--- src/rtl/adder_pkg.sv ---
// Shared types and helpers for the pipelined adder family.
// Latency: n/a (package only).
// Backpressure: n/a.
package adder_pkg;

    typedef enum logic {
        OP_ADD = 1'b0,
        OP_SUB = 1'b1
    } op_e;

    function automatic int chunk_w(input int width, input int stages);
        return (stages < 1) ? width : width / stages;
    endfunction

endpackage

--- src/rtl/adder_stage.sv ---
// C-bit ripple chunk built from full_adder cells; exposes the carry into its top bit.
// Latency: combinational.
// Backpressure: none.
module adder_stage
    import adder_pkg::*;
#(
    parameter int C = 4
) (
    input  logic [C-1:0] a,
    input  logic [C-1:0] b,
    input  logic         ci,
    output logic [C-1:0] sum,
    output logic         co,
    output logic         c_msb_in
);

    logic [C:0] carry;

    assign carry[0] = ci;

    for (genvar i = 0; i < C; i++) begin : g_bit
        full_adder u_fa (
            .a   (a[i]),
            .b   (b[i]),
            .ci  (carry[i]),
            .sum (sum[i]),
            .co  (carry[i+1])
        );
    end

    assign co       = carry[C];
    assign c_msb_in = carry[C-1];

endmodule

--- src/rtl/full_adder.sv ---
// Single-bit full adder, the leaf cell of every ripple chunk.
// Latency: combinational.
// Backpressure: none.
module full_adder (
    input  logic a,
    input  logic b,
    input  logic ci,
    output logic sum,
    output logic co
);

    assign sum = a ^ b ^ ci;
    assign co  = (a & b) | (ci & (a ^ b));

endmodule

--- src/rtl/pipelined_adder.sv ---
// Pipelined add/subtract, one WIDTH/STAGES-bit chunk per stage with carry, skew and deskew registers.
// Latency: STAGES cycles with en high; each en=0 cycle adds one.
// Backpressure: single global advance enable, s_ready = m_ready | ~m_valid; bubbles are not collapsed.
module pipelined_adder
    import adder_pkg::*;
#(
    parameter int WIDTH  = 16,
    parameter int STAGES = 4
) (
    input  logic             clk,
    input  logic             rst,
    input  logic             s_valid,
    output logic             s_ready,
    input  logic [WIDTH-1:0] a,
    input  logic [WIDTH-1:0] b,
    input  logic             ci,
    input  logic             sub,
    output logic             m_valid,
    input  logic             m_ready,
    output logic [WIDTH-1:0] sum,
    output logic             co,
    output logic             ovf
);

    localparam int C = chunk_w(WIDTH, STAGES);

    if (STAGES < 1 || (WIDTH % STAGES) != 0) begin : g_bad_params
        $error("pipelined_adder: WIDTH must be a multiple of STAGES and STAGES >= 1");
    end

    op_e  op;
    logic en;

    // Stage k inputs: operands carried so far, and the carry from stage k-1.
    logic [WIDTH-1:0] st_a    [STAGES];
    logic [WIDTH-1:0] st_b    [STAGES];
    logic             st_ci   [STAGES];
    logic [C-1:0]     st_sum  [STAGES];
    logic             st_co   [STAGES];
    logic             st_cm   [STAGES];
    logic [WIDTH-1:0] st_nsum [STAGES];

    logic [STAGES-1:0] vld_q;
    logic [WIDTH-1:0]  a_q     [STAGES];
    logic [WIDTH-1:0]  b_q     [STAGES];
    logic [WIDTH-1:0]  sum_q   [STAGES];
    logic              carry_q [STAGES];
    logic              ovf_q;

    assign op      = op_e'(sub);
    assign en      = m_ready | ~m_valid;
    assign s_ready = en;

    // b is inverted once at the input, so later stages never need to know the op.
    always_comb begin
        st_a[0]  = a;
        st_b[0]  = (op == OP_SUB) ? ~b : b;
        st_ci[0] = (op == OP_SUB) ? 1'b1 : ci;
        for (int k = 1; k < STAGES; k++) begin
            st_a[k]  = a_q[k-1];
            st_b[k]  = b_q[k-1];
            st_ci[k] = carry_q[k-1];
        end
    end

    for (genvar k = 0; k < STAGES; k++) begin : g_stage
        adder_stage #(
            .C (C)
        ) u_stage (
            .a        (st_a[k][k*C +: C]),
            .b        (st_b[k][k*C +: C]),
            .ci       (st_ci[k]),
            .sum      (st_sum[k]),
            .co       (st_co[k]),
            .c_msb_in (st_cm[k])
        );
    end

    // Deskew: each stage merges its fresh chunk into the partial sum from the stage before.
    always_comb begin
        st_nsum[0]        = '0;
        st_nsum[0][C-1:0] = st_sum[0];
        for (int k = 1; k < STAGES; k++) begin
            st_nsum[k]           = sum_q[k-1];
            st_nsum[k][k*C +: C] = st_sum[k];
        end
    end

    always_ff @(posedge clk) begin
        if (rst) begin
            vld_q <= '0;
            ovf_q <= 1'b0;
            for (int k = 0; k < STAGES; k++) begin
                a_q[k]     <= '0;
                b_q[k]     <= '0;
                sum_q[k]   <= '0;
                carry_q[k] <= 1'b0;
            end
        end else if (en) begin
            vld_q[0] <= s_valid;
            for (int k = 1; k < STAGES; k++) begin
                vld_q[k] <= vld_q[k-1];
            end
            for (int k = 0; k < STAGES; k++) begin
                a_q[k]     <= st_a[k];
                b_q[k]     <= st_b[k];
                sum_q[k]   <= st_nsum[k];
                carry_q[k] <= st_co[k];
            end
            ovf_q <= st_co[STAGES-1] ^ st_cm[STAGES-1];
        end
    end

    assign m_valid = vld_q[STAGES-1];
    assign sum     = sum_q[STAGES-1];
    assign co      = carry_q[STAGES-1];
    assign ovf     = ovf_q;

endmodule

--- config.mk ---
export PLATFORM = sky130hd
export DESIGN_NAME = pipelined_adder
export DESIGN_NICKNAME = d
export VERILOG_FILES = /design/src/rtl/adder_pkg.sv /design/src/rtl/adder_stage.sv /design/src/rtl/full_adder.sv /design/src/rtl/pipelined_adder.sv
export SDC_FILE = /design/constraint.sdc
export NUM_CORES = 1
export LEC_CHECK = 0
export ABC_AREA = 1
export BUFFER_PORTS_ARGS = -buffer_cell sky130_fd_sc_hd__buf_4
export CAP_MARGIN = 20
export CORE_ASPECT_RATIO = 1.5
export CORE_MARGIN = 3
export CORE_UTILIZATION = 53
export CTS_CLUSTER_DIAMETER = 30
export CTS_CLUSTER_SIZE = 30
export DETAILED_ROUTE_END_ITERATION = 10
export PLACE_DENSITY = 0.81
export SLEW_MARGIN = 20
export SYNTH_ARGS = -nofsm -noshare
export SYNTH_HDL_FRONTEND = slang
export SYNTH_SLANG_ARGS = --single-unit
--- constraint.sdc ---
create_clock -name clk -period 3 [get_ports clk]
set_input_delay 0.6 -clock clk [delete_from_list [all_inputs] [get_ports clk]]
set_output_delay 0.6 -clock clk [all_outputs]
set_load 0.01 [all_outputs]
==> out/results.txt <==
cell area after synthesis = 4940 um2
Setup violations, final = 0
drt pass-1 iters = 4
I/O Buffers = 57
n_diodes = 0
switching share of power = 21.9%
antenna viol nets, final = 0
Die Height = 124 um
Row Count = 42
critical path startpoint category = register
HP Class = register to register
actual slew at the worst max-slew pin = 0.795 ns
part of the power in registers = 52.6%
root buffer cell = clkbuf_16
post-placement cell count = 511
status = completed
chip width = 84.8 um
Worst slew margin = 47.0%
Area Growth Syn to Fin = 14.6%
hold depth = 2
post-route minimum period = 2.56 ns
Setup WS post-layout = 0.437 ns
CP Capture Type = register
final worst path period share = 85.4%
P_sw = 0.668 mW
via count = 2300
Layout Skew = 0.00464 ns
Synth area leader = edfxtp_1
WL final = 5650 um
number of CTS-inserted buffers = 9
unrepaired setup endpoints after global routing = no
Hold-fix buffers, CTS = 0
CP max FO = 3
pre-CTS WS = 0.120 ns
Clk pin slew, worst setup/hold paths = 0.06 ns
post-synth top area share = 56.0%
Post-synth top flop = edfxtp_1
clock share of power = 34.7%
Setup Buffers After CTS = 0
Lkg Pwr = 2.28 nW
Non-Filler Instances = 526
Fillers = 699
DR DRC count = 0
GRT overflow = 0
largest net degree at the start of global routing = 94
internal power = 2.39 mW
Overall Global Routing Usage = 12.4%
cell with the most instances after synthesis = inv_1
max_cap viols = 0
Syn Inst Count = 351
vias in the first global route = 2260
post-DP HPWL = 3830 um
area of the die = 10500 um2
Avg Vias per Cell = 4.37
number of clock sinks = 97
initial drt markers = 93
TritonCTS clock tree = built
DR WL/cell = 10.7 um
layout cell share with drive strength beyond 1 = 38.7%
initial antenna violation count = 0
WP data required = 3.28 ns
Post-Route Utilization = 63.3%
sequential-to-total area share from yosys stat = 58.0%
critical path class = register to register
syn nets = 405
number of synthesized flops with an enable pin = 92
I/O pins = 58
fin nets = 466
Clock Path Buffers = 2
top post-synthesis cells by count = inv_1 (94), edfxtp_1 (92), nor2_4 (80)
Peak Freq = 390 MHz
CTS H-tree depth = 3
endpoints failing hold = 0
Initial Utilization = 55.3%
Yosys reg bits = 97
fin. max-slew vios = 0
top cells by area, synth = edfxtp_1 (56%), nor2_4 (18%), inv_1 (7.1%)
R2R depth = 11
post_cts resized = 0
first-pass GRT wire length = 9960 um
RD Place Congestion = 0.657
synthesis warning total = 0
Worst-Skew Late Latency = 0.33 ns
Distinct cells, synth = 17
Tot Pwr = 3.05 mW
Async S/R FF share, synth = 0%
pwr dens = 540 nW/um2
VDD IR max = 310 uV
Setup Total Neg Slack = 0 ns
crit path DAT = 2.84 ns
Avg Inst Size Synth = 14.1 um2
Core Area = 8930 um2
Comb power frac = 12.7%
[registers in the layout, indices dropped and copies added (netlist names)]
| name | count |
|---|---|
| carry_q | 4 |
| sum_q | 40 |
| b_q | 24 |
| ovf | 1 |
| a_q | 24 |
| vld_q | 4 |
[power groups by stage]
stage	Combinational [mW]	Sequential [mW]	Clock, mW
finish	0.388	1.61	1.06
global route	0.430	1.62	1.14
CTS	0.397	1.61	1.09
detailed placement	0.393	1.64	0
global placement	0.377	1.63	0
floorplan	0.318	1.64	0
[per-stage QoR]
stage / cell area (um2) / hold WS (ns)
after CTS: 5650 / 0.472
after global placement: 5380 / 0.428
after floorplan: 4940 / 0.419
after global routing: 5660 / 0.502
after detailed placement: 5380 / 0.461
final: 5660 / 0.475
[cells in the final DEF (no fill, tap or decap)]
master and instances:
clkbuf_16 9, clkinv_1 2, dfxtp_1 5, nand2_8 1, edfxtp_1 92, nor2_4 80
nand2_4 1, clkinv_2 2, xnor2_1 15, a21oi_1 1, bufinv_16 1, buf_6 1
inv_1 92, xor2_1 1, inv_2 3, nor2_1 14, buf_12 2, fa_1 15
fa_2 1, nand2_1 14, buf_4 59, nand3_1 3, clkbuf_1 1, clkinvlp_4 1
[final timing paths]
path	startpoint	end	slack [ns]
min reg2reg	ovf	ovf	0.47
max	carry_q[2]	ovf	0.44
max reg2reg	carry_q[2]	ovf	0.44
min	ovf	ovf	0.47
[per-layer routing]
layer / GRT usage, % / routed length, um
met1: 13.4 / 2010
met2: 21.9 / 3220
met3: 2.25 / 236
met4: 8.32 / 178
met5: 0 / 0
[cells by family (layout without fill, tap and decap cells)]
group / after synthesis / after routing / synth area share [%]
AND/OR/NAND/NOR: 113 / 113 / 21.1
buffers and inverters: 108 / 173 / 11.4
flip-flops: 97 / 97 / 58.0
adder cells (fa/ha/maj): 16 / 16 / 6.49
XOR/XNOR: 16 / 16 / 2.84
AO/OA/AOI/OAI: 1 / 1 / 0.101
[layout make-up]
type                            instances  area [um2]  area share (%)
Clock inverter                          5        47.5           0.841
Inverter                               96         364            6.44
Clock buffer                           10         229            4.05
Timing Repair Buffer                   62         494            8.74
Multi-Input combinational cell        146        1520            26.9
Tap cell                              110         138            2.43
Sequential cell                        97        2860            50.6
[worst max-delay path: stages, from the launching register on]
cell	delay (ns)
edfxtp_1	0.39
fa_1	0.43
inv_1	0.09
fa_1	0.17
inv_1	0.06
fa_1	0.49
fa_1	0.46
inv_1	0.14
nand2_1	0.08
nand2_1	0.09
nand2_1	0.06
nand2_1	0.06
No activity file was read; power rests on OpenSTA's default activity.
